`config.mk`:
```
export PLATFORM = sky130hd
export DESIGN_NAME = eq_band_scheduler
export DESIGN_NICKNAME = d
export VERILOG_FILES = /design/src/rtl/eq_pkg.sv /design/src/rtl/eq_gain_bank.sv /design/src/rtl/eq_band_scheduler.sv
export SDC_FILE = /design/constraint.sdc
export NUM_CORES = 1
export LEC_CHECK = 0
export CORE_MARGIN = 5
export CORE_UTILIZATION = 59
export CTS_CLUSTER_SIZE = 24
export DETAILED_ROUTE_END_ITERATION = 6
export GPL_ROUTABILITY_DRIVEN = 0
export HOLD_SLACK_MARGIN = 0.06
export PLACE_DENSITY = 0.84
export SLEW_MARGIN = 20
export SYNTH_ARGS = -nofsm -noshare
export SYNTH_HDL_FRONTEND = slang
export SYNTH_SLANG_ARGS = --single-unit
```
`constraint.sdc`:
```
create_clock -name clk -period 12.2 [get_ports clk]
set_input_delay 2.44 -clock clk [delete_from_list [all_inputs] [get_ports clk]]
set_output_delay 2.44 -clock clk [all_outputs]
set_load 0.01 [all_outputs]
```
`src/rtl/eq_pkg.sv`:
```
// Shared types and constants for the equalizer band scheduler.
// EQ_SAT_EN (optional define) selects a saturated output sum instead of a wrapped one.
package eq_pkg;

    localparam int NUM_BANDS = 8;
    localparam int DW        = 16;
    localparam int ACC_W     = DW + 3;

    // Q2.14 representation of 1.0
    localparam logic [DW-1:0] UNITY_GAIN = 16'h4000;

    typedef enum logic [1:0] {
        S_IDLE,
        S_ISSUE,
        S_DRAIN,
        S_OUT
    } state_t;

endpackage

```
`src/rtl/eq_gain_bank.sv`:
```
// Shadow/active per-band gain storage. Software writes the shadow copy at any time;
// the active copy only changes when the scheduler starts a new sample with a commit pending.
module eq_gain_bank #(
    parameter int NUM_BANDS = eq_pkg::NUM_BANDS,
    parameter int DW        = eq_pkg::DW
) (
    input  logic          clk,
    input  logic          rst,
    input  logic          wr_en,
    input  logic [2:0]    wr_addr,
    input  logic [DW-1:0] wr_data,
    input  logic          commit,
    input  logic          apply,
    input  logic [2:0]    rd_idx,
    output logic [DW-1:0] rd_gain,
    output logic          commit_pend
);
    import eq_pkg::*;

    logic [DW-1:0] shadow [NUM_BANDS];
    logic [DW-1:0] active [NUM_BANDS];
    logic          do_copy;

    // A commit raised in the accepting cycle itself is honoured immediately.
    assign do_copy = apply && (commit_pend || commit);

    always_ff @(posedge clk) begin
        if (rst) begin
            commit_pend <= 1'b0;
            // NOTE: the gain arrays are reset because unity gain must be valid from the first sample.
            for (int i = 0; i < NUM_BANDS; i++) begin
                shadow[i] <= DW'(UNITY_GAIN);
                active[i] <= DW'(UNITY_GAIN);
            end
        end else begin
            if (do_copy) begin
                commit_pend <= 1'b0;
            end else if (commit) begin
                commit_pend <= 1'b1;
            end
            for (int i = 0; i < NUM_BANDS; i++) begin
                if (wr_en && wr_addr == 3'(i)) begin
                    shadow[i] <= wr_data;
                end
                // Forward a same-cycle write so it is part of the copy.
                if (do_copy) begin
                    active[i] <= (wr_en && wr_addr == 3'(i)) ? wr_data : shadow[i];
                end
            end
        end
    end

    always_comb begin
        // NOTE: default assignment first so the read mux cannot infer a latch.
        rd_gain = '0;
        for (int i = 0; i < NUM_BANDS; i++) begin
            if (rd_idx == 3'(i)) begin
                rd_gain = active[i];
            end
        end
    end

endmodule

```
`src/rtl/eq_band_scheduler.sv`:
```
// Issues each input sample to a shared filter/gain unit once per band and sums the returns.
// Define EQ_SAT_EN to saturate m_y to the DW-bit signed range; otherwise it wraps.
module eq_band_scheduler #(
    parameter int NUM_BANDS = eq_pkg::NUM_BANDS,
    parameter int DW        = eq_pkg::DW
) (
    input  logic          clk,
    input  logic          rst,
    input  logic          s_valid,
    output logic          s_ready,
    input  logic [DW-1:0] s_x,
    input  logic          g_wr_en,
    input  logic [2:0]    g_wr_addr,
    input  logic [DW-1:0] g_wr_data,
    input  logic          g_commit,
    output logic          band_valid,
    output logic [2:0]    band_idx,
    output logic [DW-1:0] band_x,
    output logic [DW-1:0] band_gain,
    input  logic          r_valid,
    input  logic [DW-1:0] r_data,
    output logic          m_valid,
    input  logic          m_ready,
    output logic [DW-1:0] m_y,
    output logic          busy,
    output logic          commit_pend,
    output logic          err
);
    import eq_pkg::*;

    localparam int SUM_W = DW + (eq_pkg::ACC_W - eq_pkg::DW);
    localparam int CNT_W = $clog2(NUM_BANDS + 1);

    state_t                   state;
    logic signed [SUM_W-1:0]  acc;
    logic signed [SUM_W-1:0]  acc_next;
    logic signed [SUM_W-1:0]  r_ext;
    logic [CNT_W-1:0]         ret_cnt;
    logic [CNT_W-1:0]         cnt_next;
    logic                     accept;
    logic                     ret_ok;
    logic                     ret_bad;
    logic [DW-1:0]            y_next;

    assign accept  = (state == S_IDLE) && s_valid;
    assign busy    = (state != S_IDLE);

    // Returns are counted, not matched to a band; anything past NUM_BANDS is a protocol error.
    assign ret_ok  = r_valid && (state == S_ISSUE || state == S_DRAIN)
                     && (ret_cnt < CNT_W'(NUM_BANDS));
    assign ret_bad = r_valid && !ret_ok;

    assign r_ext    = {{(SUM_W-DW){r_data[DW-1]}}, r_data};
    assign acc_next = ret_ok ? acc + r_ext : acc;
    assign cnt_next = ret_ok ? ret_cnt + CNT_W'(1) : ret_cnt;

`ifdef EQ_SAT_EN
    localparam logic signed [SUM_W-1:0] Y_MAX = {{(SUM_W-DW+1){1'b0}}, {(DW-1){1'b1}}};
    localparam logic signed [SUM_W-1:0] Y_MIN = {{(SUM_W-DW+1){1'b1}}, {(DW-1){1'b0}}};

    always_comb begin
        y_next = acc_next[DW-1:0];
        if (acc_next > Y_MAX) begin
            y_next = Y_MAX[DW-1:0];
        end else if (acc_next < Y_MIN) begin
            y_next = Y_MIN[DW-1:0];
        end
    end
`else
    assign y_next = acc_next[DW-1:0];
`endif

    eq_gain_bank #(
        .NUM_BANDS (NUM_BANDS),
        .DW        (DW)
    ) u_gain_bank (
        .clk         (clk),
        .rst         (rst),
        .wr_en       (g_wr_en),
        .wr_addr     (g_wr_addr),
        .wr_data     (g_wr_data),
        .commit      (g_commit),
        .apply       (accept),
        .rd_idx      (band_idx),
        .rd_gain     (band_gain),
        .commit_pend (commit_pend)
    );

    // NOTE: all state here is updated with non-blocking assignments so every branch sees pre-edge values.
    always_ff @(posedge clk) begin
        if (rst) begin
            state      <= S_IDLE;
            s_ready    <= 1'b1;
            band_valid <= 1'b0;
            band_idx   <= '0;
            band_x     <= '0;
            m_valid    <= 1'b0;
            m_y        <= '0;
            acc        <= '0;
            ret_cnt    <= '0;
            err        <= 1'b0;
        end else begin
            if (ret_bad) begin
                err <= 1'b1;
            end
            case (state)
                S_IDLE: begin
                    if (accept) begin
                        state      <= S_ISSUE;
                        s_ready    <= 1'b0;
                        band_valid <= 1'b1;
                        band_idx   <= '0;
                        band_x     <= s_x;
                        acc        <= '0;
                        ret_cnt    <= '0;
                    end
                end
                S_ISSUE: begin
                    acc     <= acc_next;
                    ret_cnt <= cnt_next;
                    if (band_idx == 3'(NUM_BANDS - 1)) begin
                        band_valid <= 1'b0;
                        state      <= S_DRAIN;
                    end else begin
                        band_idx <= band_idx + 3'd1;
                    end
                end
                S_DRAIN: begin
                    acc     <= acc_next;
                    ret_cnt <= cnt_next;
                    if (cnt_next == CNT_W'(NUM_BANDS)) begin
                        state   <= S_OUT;
                        m_valid <= 1'b1;
                        m_y     <= y_next;
                    end
                end
                S_OUT: begin
                    if (m_ready) begin
                        state   <= S_IDLE;
                        m_valid <= 1'b0;
                        s_ready <= 1'b1;
                    end
                end
                default: state <= S_IDLE;
            endcase
        end
    end

endmodule

```
# Word level (Yosys, flattened, before mapping)
# Memories as Yosys holds them, arrays and structs flattened.
# Index checks and enable logic that the tools add are counted.
# op_classes
add_sub_neg	3
magnitude_cmp	1
eq_ne	24
n_mux	84
bitwise_logic	16
reduce_logical	35
# ops
op	n
16-bit two-way mux	32
19-bit two-way mux	2
19-bit case mux with 2 select lines	1
1-bit two-way mux	35
3-bit == test (second input constant)	8
19-bit by 16-bit adder with 19-bit output	1
1-bit OR	16
3-bit AND reduction	5
1-bit logical AND	13
3-bit by 2-bit == test with 1-bit output (second input constant)	4
2-bit nonzero test	5
2-bit two-way mux	4
4-bit two-way mux	2
2-bit by 1-bit inequality test with 1-bit output (second input constant)	4
2-bit case mux with 4 select lines	1
4-bit case mux with 2 select lines	1
3-bit by 1-bit == test with 1-bit output (second input constant)	2
3-bit logical NOT	2
3-bit two-way mux	2
1-bit case mux with 2 select lines	3
3-bit case mux with 2 select lines	1
2-bit AND reduction	3
4-bit by 1-bit adder with 4-bit output (second input constant)	1
2-bit == test (second input constant)	2
10 further kinds	13
# totals
regBits	65
ram_bits	256
n_memories	2
# mem_list
name	depth	width	rd	rd_clocked_by_memory_dff	wr	line_no	text
u_gain_bank.active	8	16	8	0	8	eq_gain_bank.sv:21	logic [DW-1:0] active [NUM_BANDS];
u_gain_bank.shadow	8	16	8	0	8	eq_gain_bank.sv:20	logic [DW-1:0] shadow [NUM_BANDS];

# Depth between registers and ports, before layout
# depth
ltp_word	9
mapped_depth	10

# Cells and area by module
# Synthesis repeated with hierarchy kept, for this count alone.
# hier_totals
cells_unflattened	1463
area_unflattened_um2	15298.4
# modules_own_cells
module	instances	cells_each	area_each_um2	seq_area_each_um2
eq_gain_bank	1	1060	11892.7	7707.4
eq_band_scheduler	1	403	3405.8	1221.2

# Worst setup path before layout
# No wires, ideal clock.
# synth_timing
kind	input to register
from	in s_valid
to	mem u_gain_bank.active[0][0] (enable)
setup_time_ns	0.642
arrival_ns	8.630
required_ns	11.558
setup_slack_ns	2.928
stages	3
n_path_buf	1
cell_sequence	nand2_1 clkbuf_1 o21bai_1
# synth_rtl
element	line_no	text
start, declared	eq_band_scheduler.sv:9	input logic s_valid,
end, declared	eq_gain_bank.sv:21	

# Final worst setup path
# layout_timing
from	reg band_idx[1]
to	out band_gain[15]
# layout_between
elab_chain_len	9
elab_cells_between_ends	16
cone_classes	eq/ne (7); mux (8); reduce/logical (1)
# layout_lines
element	line_no	text
start, declared	eq_band_scheduler.sv:17	output logic [2:0] band_idx,
start signal, assigned	eq_band_scheduler.sv:125	band_idx <= band_idx + 3'd1;
3-bit logical NOT	eq_gain_bank.sv:57	if (rd_idx == 3'(i)) begin
16-bit two-way mux (7 in a row)	eq_gain_bank.sv:57	
16-bit two-way mux (*)	eq_gain_bank.sv:57	
end, declared	eq_band_scheduler.sv:19	output logic [DW-1:0] band_gain,
# Every way passes the cells marked *; elsewhere a longest branch is shown, timed or not.

==> results.yml <==
run_status:
  outcome: "finished with violations"
  violations: "design-rule violations"
global_route:
  gr-usage-all-layers_pct: 29.9
  grt_pass1_vias: 11300
  grt_remaining_overflow: 0
  grt_pass1_wl_um: 65900
  grt_max_degree: 91
  antenna_found_initial: 0
clock_network:
  cts_resized: 0
  cts_setup_buffers: 0
  clkSinkCount: 318
  root_buffer: "clkbuf_16"
  numCtsBuffers: 31
  htree_levels: 1
  hold_buffers: 0
  cts_tree: "built"
  clk_latency_ns: 0.55
  clk_pin_slew_ns: 0.06
  cts_buffer_depth: 3
timing:
  fin_setup_tns_ns: 0
  rsz0062_at_grt: "false"
  setup_viol_count_final: 0
  whs_ns: 0.453
  worst_slew_pin_slew_ns: 1.06
  max_freq_mhz: 147
  fin_crit_sh_pct: 55.7
  finalCriticalPeriod_ns: 6.79
  slew_violations: 0
  slew_headroom_pct: 29.4
  hold_violations: 0
  skew_ns: 0.00962
synth:
  syn_area_per_cell_sq_um: 10.0
  synth_edf_count: 256
  synth_top_area_share_pct: 52.0
  synth-async-reset-ratio_pct: 0
  synth_fp_nets: 1560
  synth-seq-cells: 318
  ys_top_cells_by_area: "edfxtp_1 52%, nand2_1 9.5%, dfxtp_1 8.4%"
  synth_top_cell_by_area: "edfxtp_1"
  synth_cell_types: 67
  syn_area_sq_um: 14800
  ys_seq_area_share_pct: 60.4
  yosysWarningCount: 0
  syn_inst: 1475
  ys.flop_type: "edfxtp_1"
placement:
  dpl.cell_count: 1827
  io_buffers: 114
  placed_area_sq_um: 16100
  hpwl_um: 28300
power:
  p_sw_share_pct: 30.1
  p_leak_nw: 6.15
  internal_power_mw: 2.09
  vdd_drop_max_mv: 0.116
  p_sw_mw: 0.896
  seqPwrFrac_pct: 46.9
  clkPwrFrac_pct: 31.5
  p_per_area_nw_per_um2: 175
  pwr-share-comb_pct: 21.6
finish:
  fin_cells: 1884
  layout-drive-gt1-share_pct: 5.60
  seq_area_sq_um: 8930
  final_common_cell: "nand2_1"
  syn_to_final_growth_pct: 15.5
  antenna_cells: 0
  layout_common_cells: "376 x nand2_1, 256 x edfxtp_1, 163 x a21oi_1"
  design_area_sq_um: 17100
  multi_input_area_sq_um: 5360
  fillers: 1716
  fin_nets: 1615
  final_util_pct: 68.6
floorplanning:
  die_area_sq_um: 28300
  ios: 115
  core_area_sq_um: 24900
  rows: 58
  initial_utilization_pct: 59.4
  die_x_um: 168
  chipHeight_um: 168
detailed_routing:
  wl_per_cell_um: 23.1
  vias_per_cell: 6.34
  dr.pass1.iters: 7
  ant_nets: 0
  drc: 15
  vias: 12000
  drtIter0Drc: 1577
  routed_wl_um: 43600
job:
  cap_viol_max_count: 0
setup_path:
  end_kind: "primary output"
  arrival_ns: 4.35
  path_class: "flop to primary output"
  max_stage_delay_ns: 0.92
  start_kind: "flop"
  cp_data_required_time_ns: 9.76
  critPathMaxFanout: 21
  path_cells: "inv_1 -> ha_1 -> nor2b_1 -> a221oi_1 -> o311ai_0 -> a22oi_1 -> o21ai_0 -> clkdlybuf4s50_1"
  critPathSlowestCell: "nor2b_1"
worst_hold_path:
  min_path_type: "flop to flop"
## final timing paths
check	startpoint	slack, ns	end	cells past startpoint
worst max-delay path	band_idx[1]$_SDFFE_PP0P_	5.41	band_gain[15]	8
worst min register to register	band_x[3]$_SDFFE_PP0P_	0.45	band_x[3]$_SDFFE_PP0P_	2
worst max register to register	state[0]$_SDFFE_PP0P_	8.70	u_gain_bank.active[0][85]$_SDFFCE_PN0P_	6
worst min-delay path	band_x[3]$_SDFFE_PP0P_	0.45	band_x[3]$_SDFFE_PP0P_	2
## power groups by stage
stage,logic [mW],registers (mW),clock network (mW)
6_report,0.644,1.40,0.940
5_1_grt,0.692,1.40,0.986
4_1_cts,0.630,1.39,0.935
3_5_place_dp,0.623,1.41,0
3_3_place_gp,0.603,1.41,0
2_1_floorplan,0.386,1.39,0
## area by class of cell
| cell class | instances | area share [%] |
|---|---|---|
| inverter | 31 | 0.681 |
| sequential | 318 | 52.3 |
| multi-input combinational | 1016 | 31.4 |
| tap | 330 | 2.42 |
| clock inverter | 12 | 0.681 |
| clock buffer | 45 | 5.08 |
| timing repair buffer | 132 | 7.46 |
## synthesized netlist by cell type (18+ instances only)
master,n
a21oi_1,163
ha_1,26
nand2b_1,29
o31ai_1,18
dfxtp_1,62
edfxtp_1,256
nor2_1,129
nor2b_1,23
nand3_1,19
nand2_1,376
inv_1,30
and2_1,18
a22oi_1,25
o22ai_1,18
o21ai_0,26
clkbuf_1,98
## per-layer routing
metal | up-vias | GRT usage (%) | wire [um]
li1 | 5329 | - | -
met1 | 5689 | 39.9 | 15400
met2 | 804 | 46.8 | 20000
met3 | 131 | 8.57 | 6130
met4 | 0 | 11.9 | 2030
met5 | - | 0 | 0
## through the flow
stage	power [mW]	worst slack [ns]
floorplan	1.78	2.93
global placement	2.01	6.25
detailed placement	2.03	6.04
CTS	2.96	5.46
global route	3.08	5.11
finish	2.98	5.41
## critical path: cells and delay by family (launching register included)
kind                       cells  cell delay (ns)
DFF                            1             0.43
adders and majority gates      1             0.45
and+or+nand+nor                1             0.92
buffers and inverters          2             0.66
AOI/OAI and AO/OA              4             1.34
## flip-flops by register name, summed over array words and instances, names as in the netlist
name and count:
acc 16, band_idx 3, band_valid 1, band_x 16, err 1, m_valid 1
m_y 16, ret_cnt 4, s_ready 1, state 2, u_gain_bank.active 128, u_gain_bank.commit_pend 1
u_gain_bank.shadow 128
## cell families after synthesis
group | share of synthesized area [%]
adder cells (fa/ha/maj) | 2.34
AND/OR/NAND/NOR | 17.8
buffers and inverters | 3.69
multiplexers | 0.474
XOR/XNOR | 0.592
flip-flops | 60.4
AO/OA/AOI/OAI | 14.7
Note: power is estimated with default switching activity, not from simulation.
